**src/rtl/ts_tx_sched.sv**
```systemverilog
// ts_tx_sched: transmit-side TS1/TS2 ordered-set scheduler for the LTSSM model.
// Streams TS words into the TS TX FIFO for the active (sub)state job, honours
// FIFO backpressure, counts TS words sent and flags when the quota is met.
// Optional SKP insertion is enabled by defining TS_TX_SCHED_SKP_EN.
module ts_tx_sched #(
  parameter int CNT_W      = 11,
  parameter int SKP_INT_G1 = 8,
  parameter int SKP_INT_G2 = 16
) (
  input  logic             clk,
  input  logic             rst,
  input  logic [7:0]       ts_info,
  input  logic             ts_update,
  input  logic             ts_stop,
  input  logic             speed,
  input  logic             ts_type,
  input  logic [CNT_W-1:0] ts_tgt_cnt,
  input  logic [7:0]       link_num,
  input  logic [7:0]       lane_num,
  input  logic [7:0]       train_ctl,
  input  logic             ts_tx_fifo_full,
  output logic             ts_tx_wr,
  output logic [127:0]     ts_tx_data,
  output logic             ts_sent_enough,
  output logic [CNT_W-1:0] ts_sent_cnt,
  output logic [7:0]       ts_cur_info,
  output logic             busy
);

  localparam logic [CNT_W-1:0] CNT_ONE = CNT_W'(1);

  // A zero SKP interval has no meaningful schedule; this block only exists
  // to make such a configuration visible in the elaborated hierarchy.
  if (SKP_INT_G1 < 1 || SKP_INT_G2 < 1) begin : g_bad_skp_interval
  end

`ifdef TS_TX_SCHED_SKP_EN
  typedef enum logic [1:0] {IDLE, SEND, SKP} state_t;
  localparam logic [127:0] SKP_WORD = {96'h0, 24'h1C1C1C, 8'hBC};
`else
  typedef enum logic {IDLE, SEND} state_t;
`endif

  state_t           state_q, state_d;
  logic [7:0]       info_q, info_d;
  logic             type_q, type_d;
  logic [CNT_W-1:0] tgt_q, tgt_d;
  logic [7:0]       link_q, link_d;
  logic [7:0]       lane_q, lane_d;
  logic [7:0]       ctl_q, ctl_d;
  logic             wr_q, wr_d;
  logic [127:0]     data_q, data_d;
  logic [CNT_W-1:0] cnt_q, cnt_d;
  logic             enough_q, enough_d;
  logic             do_ts;
`ifdef TS_TX_SCHED_SKP_EN
  logic [CNT_W-1:0] skp_q, skp_d;
  logic [CNT_W-1:0] skp_nxt;
  logic [CNT_W-1:0] skp_int;
`endif

  // Builds a TS1/TS2 word from the job fields and the current link speed.
  function automatic logic [127:0] ts_word(input logic [7:0] link,
                                           input logic [7:0] lane,
                                           input logic [7:0] ctl,
                                           input logic       typ,
                                           input logic       spd);
    logic [7:0] id;
    logic [7:0] rate;
    id   = typ ? 8'h45 : 8'h4A;
    rate = spd ? 8'h06 : 8'h02;
    return {{10{id}}, ctl, rate, 8'h00, lane, link, 8'hBC};
  endfunction

  // Next-state and registered-output decisions for the scheduler.
  always_comb begin
    // NOTE: every signal gets a default first so no path leaves it unassigned, which would infer a latch.
    state_d  = state_q;
    info_d   = info_q;
    type_d   = type_q;
    tgt_d    = tgt_q;
    link_d   = link_q;
    lane_d   = lane_q;
    ctl_d    = ctl_q;
    wr_d     = 1'b0;
    data_d   = data_q;
    cnt_d    = cnt_q;
    enough_d = enough_q | ((state_q != IDLE) && (cnt_q >= tgt_q));
    do_ts    = 1'b0;
`ifdef TS_TX_SCHED_SKP_EN
    skp_d    = skp_q;
    skp_nxt  = '0;
    skp_int  = speed ? CNT_W'(SKP_INT_G2) : CNT_W'(SKP_INT_G1);
`endif

    if (ts_stop) begin
      // Stop wins over a coincident update; counters and flags hold.
      state_d = IDLE;
    end else if (ts_update) begin
      info_d   = ts_info;
      type_d   = ts_type;
      tgt_d    = ts_tgt_cnt;
      link_d   = link_num;
      lane_d   = lane_num;
      ctl_d    = train_ctl;
      cnt_d    = '0;
      enough_d = (ts_tgt_cnt == '0);
      state_d  = SEND;
      do_ts    = !ts_tx_fifo_full;
`ifdef TS_TX_SCHED_SKP_EN
      skp_d    = '0;
`endif
    end else begin
      case (state_q)
        SEND: do_ts = !ts_tx_fifo_full;
`ifdef TS_TX_SCHED_SKP_EN
        SKP: begin
          if (!ts_tx_fifo_full) begin
            wr_d    = 1'b1;
            data_d  = SKP_WORD;
            state_d = SEND;
          end
        end
`endif
        default: ;
      endcase
    end

    if (do_ts) begin
      wr_d   = 1'b1;
      data_d = ts_word(link_d, lane_d, ctl_d, type_d, speed);
      if (cnt_d != '1) cnt_d = cnt_d + CNT_ONE;
`ifdef TS_TX_SCHED_SKP_EN
      skp_nxt = skp_d + CNT_ONE;
      if (skp_nxt >= skp_int) begin
        state_d = SKP;
        skp_d   = '0;
      end else begin
        skp_d = skp_nxt;
      end
`endif
    end
  end

  // State, latched job fields and registered outputs.
  always_ff @(posedge clk) begin
    if (rst) begin
      state_q  <= IDLE;
      info_q   <= '0;
      type_q   <= 1'b0;
      tgt_q    <= '0;
      link_q   <= '0;
      lane_q   <= '0;
      ctl_q    <= '0;
      wr_q     <= 1'b0;
      data_q   <= '0;
      cnt_q    <= '0;
      enough_q <= 1'b0;
`ifdef TS_TX_SCHED_SKP_EN
      skp_q    <= '0;
`endif
    end else begin
      // NOTE: non-blocking assignments so every register samples pre-edge values.
      state_q  <= state_d;
      info_q   <= info_d;
      type_q   <= type_d;
      tgt_q    <= tgt_d;
      link_q   <= link_d;
      lane_q   <= lane_d;
      ctl_q    <= ctl_d;
      wr_q     <= wr_d;
      data_q   <= data_d;
      cnt_q    <= cnt_d;
      enough_q <= enough_d;
`ifdef TS_TX_SCHED_SKP_EN
      skp_q    <= skp_d;
`endif
    end
  end

  assign ts_tx_wr       = wr_q;
  assign ts_tx_data     = data_q;
  assign ts_sent_enough = enough_q;
  assign ts_sent_cnt    = cnt_q;
  assign ts_cur_info    = info_q;
  assign busy           = (state_q != IDLE);

endmodule

```
**config.mk**
```make
export PLATFORM = sky130hd
export DESIGN_NAME = ts_tx_sched
export DESIGN_NICKNAME = d
export VERILOG_FILES = /design/src/rtl/ts_tx_sched.sv
export SDC_FILE = /design/constraint.sdc
export NUM_CORES = 1
export LEC_CHECK = 0
export ABC_AREA = 1
export CELL_PAD_IN_SITES_DETAIL_PLACEMENT = 1
export CELL_PAD_IN_SITES_GLOBAL_PLACEMENT = 2
export CORE_MARGIN = 3
export CORE_UTILIZATION = 22
export DETAILED_ROUTE_END_ITERATION = 12
export PLACE_DENSITY = 0.86
export SYNTH_ARGS = -nofsm -noshare
export SYNTH_HDL_FRONTEND = slang
export SYNTH_SLANG_ARGS = --single-unit
```
**constraint.sdc**
```tcl
create_clock -name clk -period 2.4 [get_ports clk]
set_input_delay 0.48 -clock clk [delete_from_list [all_inputs] [get_ports clk]]
set_output_delay 0.48 -clock clk [all_outputs]
set_load 0.02 [all_outputs]
```
==> impl_metrics.env <==
export IMPL_clk_path_buf_depth=2
export IMPL_floorplan_initialDensity_pct=22.6
export IMPL_max_clock_freq_mhz=442
export IMPL_ys_warn_count=0
export IMPL_p_leak_uw=0.00249
export IMPL_routed_wl_um=11600
export IMPL_cts_tree="done"
export IMPL_critPathMaxStageDelay_ns=0.74
export IMPL_clockRootBuffer="clkbuf_16"
export IMPL_power_density_nw_per_um2=627
export IMPL_crit_path_start_kind="register"
export IMPL_hpwl_um=8850
export IMPL_maxSlewHeadroom_pct=59.1
export IMPL_yosysTopAreaCell="dfxtp_1"
export IMPL_drive_gt1_share_pct=7.44
export IMPL_dieArea_um2=21000
export IMPL_timing_rr_start="ts_sent_cnt[0]$_SDFF_PP0_"
export IMPL_p_sw_uw=973
export IMPL_p_comb_share_pct=17.4
export IMPL_placed_area_um2=5560
export IMPL_skew_ns=0.00634
export IMPL_portBuffers=152
export IMPL_hold_viol_final=0
export IMPL_vias=3479
export IMPL_antenna_left=0
export IMPL_setup_viol=0
export IMPL_ys_seq_area_share_pct=40.5
export IMPL_dr_first_iter_drc_count=74
export IMPL_post_route_drc_count=0
export IMPL_syn_area_um2=4250
export IMPL_fin_crit_ns=2.26
export IMPL_fin_util_pct=31.3
export IMPL_status="finished, final reports clean"
export IMPL_rsz0062_at_grt="false"
export IMPL_grt_pass1_wl_um=18400
export IMPL_final_common_cell="clkdlybuf4s50_1"
export IMPL_p_clk_share_pct=41.0
export IMPL_gp_congestion=0.757
export IMPL_cts_clk_slew_worst_paths_ns=0.06
export IMPL_ys_ff_latch=86
export IMPL_path_delay_family="buffers and inverters"
export IMPL_r2r_end="ts_sent_cnt[5]$_SDFF_PP0_"
export IMPL_syn_inst=522
export IMPL_chipHeight_um=145
export IMPL_gr_total_overflow=0
export IMPL_post_synth_cell_area_avg_um2=8.14
export IMPL_hold_start="tgt_q[4]$_SDFFE_PP0P_"
export IMPL_cp_arrival_ns=1.78
export IMPL_timing_hold_ws_ns=0.461
export IMPL_synthToLayoutAreaGrowth_pct=38.6
export IMPL_synth_distinct_cells=32
export IMPL_final_nets=689
export IMPL_clkLatencyLatePin_ns=0.34
export IMPL_grt_usage_pct=10.8
export IMPL_synth_top_area_share_pct=40.5
export IMPL_postCtsSetupBuffers=0
export IMPL_seqCellArea_um2=1720
export IMPL_io_pins=200
export IMPL_worstMarginPinSlew_ns=0.613
export IMPL_critPathSlowestCell="clkdlybuf4s50_1"
export IMPL_grt_pass1_vias=3434
export IMPL_place_inst=876
export IMPL_cap_violations=0
export IMPL_cts_hold_buf=0
export IMPL_routedWlPerCell_um=13.0
export IMPL_cts_sinks=86
export IMPL_reg2reg_depth=12
export IMPL_p_int_uw=2720
export IMPL_fill_cells=2233
export IMPL_design_core_area_um2=18800
export IMPL_row_count=50
export IMPL_h_tree_depth=3
export IMPL_grt_max_degree=30
export IMPL_worstHoldEndpoint="tgt_q[4]$_SDFFE_PP0P_"
export IMPL_finalCritPeriodShare_pct=94.4
export IMPL_seqPwrFrac_pct=41.5
export IMPL_cp_max_fo=21
export IMPL_final_cell_mix="152 x clkdlybuf4s50_1, 86 x dfxtp_1, 72 x nor2_1, 47 x conb_1, 45 x o21ai_0"
export IMPL_crit_chain="clkdlybuf4s50_1"
export IMPL_routed_via_density=3.90
export IMPL_fp_dieW_um=145
export IMPL_cts_resized=0
export IMPL_hold_class="register to register"
export IMPL_multi_input_area_um2=1700
export IMPL_required_ns=1.92
export IMPL_swShare_pct=26.3
export IMPL_r2r_slack_ns=0.59
export IMPL_yosys_top_cells_area="dfxtp_1 41%, buf_4 18%, nor2_1 6.4%, mux2i_1 5.9%, o21ai_0 5.3%"
export IMPL_numCtsBuffers=9
export IMPL_final_cells=893
export IMPL_irDropWorstVdd_v=0.000311
export IMPL_worstSetupEndpointType="output pin"
export IMPL_maxSlewViolCount=0
export IMPL_fin_area_um2=5890
export IMPL_first_pass_iters=4
export IMPL_whs_path_depth=2
export IMPL_critPathKind="register to output pin"
export IMPL_grt_antenna_before_repair=1
export IMPL_critPathBufInv=1
-- Yosys cell counts --
| cell | number |
|---|---|
| buf_4 | 103 |
| dfxtp_1 | 86 |
| nor2_1 | 72 |
| o21ai_0 | 45 |
| nand2_1 | 44 |
| a21oi_1 | 40 |
| inv_1 | 33 |
| mux2i_1 | 25 |
| clkbuf_1 | 15 |
| ha_1 | 12 |
| nand3_1 | 8 |
| clkinv_1 | 4 |
| inv_2 | 4 |
| nor3_1 | 4 |
| nand4_1 | 3 |
| nor2_2 | 3 |
| nand2_4 | 2 |
| nor2_4 | 2 |
| o21a_1 | 2 |
| o21ai_1 | 2 |
| o21bai_1 | 2 |
| a211oi_1 | 1 |
| buf_1 | 1 |
| buf_2 | 1 |
| conb_1 | 1 |
| inv_4 | 1 |
| nand3b_4 | 1 |
| nand4_2 | 1 |
| nor3_2 | 1 |
| nor3_4 | 1 |
| nor4_1 | 1 |
| o211a_1 | 1 |
-- worst max-delay path by stage --
stage | from | to | slack (ns) | depth (start not counted)
2_1_floorplan | ts_update | ts_sent_cnt[2]$_SDFF_PP0_ | 0.36 | 14
3_3_place_gp | ts_stop | ts_sent_cnt[8]$_SDFF_PP0_ | 0.08 | 13
3_5_place_dp | ts_stop | ts_sent_cnt[8]$_SDFF_PP0_ | -0.02 | 13
4_1_cts | ts_tx_data[123]$_SDFFE_PP0P_ | ts_tx_data[99] | 0.08 | 1
5_1_grt | ts_tx_data[123]$_SDFFE_PP0P_ | ts_tx_data[73] | 0.004 | 1
6_report | ts_tx_data[123]$_SDFFE_PP0P_ | ts_tx_data[99] | 0.14 | 1
-- state kept, by name (all words and copies together), names as in the netlist --
name            cells
ctl_q               8
ts_tx_wr            1
busy                1
ts_sent_cnt        11
type_q              1
lane_q              8
ts_tx_data         28
tgt_q              11
ts_sent_enough      1
ts_cur_info         8
link_q              8
-- final cells by class --
class / count / share of cell area (%)
Clock buffer: 11 / 4.12
Timing Repair Buffer: 168 / 28.1
Sequential cell: 86 / 29.2
Multi-Input combinational cell: 320 / 28.9
Tap cell: 260 / 5.52
Antenna cell: 1 / 0.0425
Clock inverter: 5 / 1.40
Inverter: 42 / 2.72
-- power groups by stage --
stage | combinational (uW) | sequential (uW) | clock (uW)
after floorplan | 409 | 1610 | 0
after detailed placement | 651 | 1570 | 0
after global routing | 699 | 1550 | 1630
after global placement | 643 | 1570 | 0
after CTS | 653 | 1540 | 1570
final | 644 | 1540 | 1520
-- layer usage --
| layer | GRT usage (%) | share of wire [%] | up-vias |
|---|---|---|---|
| met4 | 3.37 | 1.4 | 0 |
| met5 | 0 | 0 | - |
| li1 | - | - | 1734 |
| met2 | 18.6 | 48 | 105 |
| met1 | 12.9 | 44 | 1630 |
| met3 | 3.37 | 6.7 | 10 |
-- stage by stage --
step,worst slack [ns],TNS [ns],total power [uW]
final,0.135,0,3700
after global routing,0.00376,0,3870
after CTS,0.0791,0,3760
after detailed placement,-0.0209,-0.0671,2220
after global placement,0.0783,0,2210
after floorplan,0.364,0,2020
-- cell families (layout without fill, tap and decap cells) --
family / count (synthesis) / in the layout / share of synthesized area (%)
DFF: 86 / 86 / 40.5
buffers and inverters: 162 / 226 / 23.5
adders and majority gates: 12 / 12 / 3.53
AOI/OAI and AO/OA: 93 / 93 / 11.4
other: 1 / 48 / 0.0882
muxes: 25 / 25 / 5.89
and+or+nand+nor: 143 / 143 / 15.1
Power figures use the tool's default switching activity.
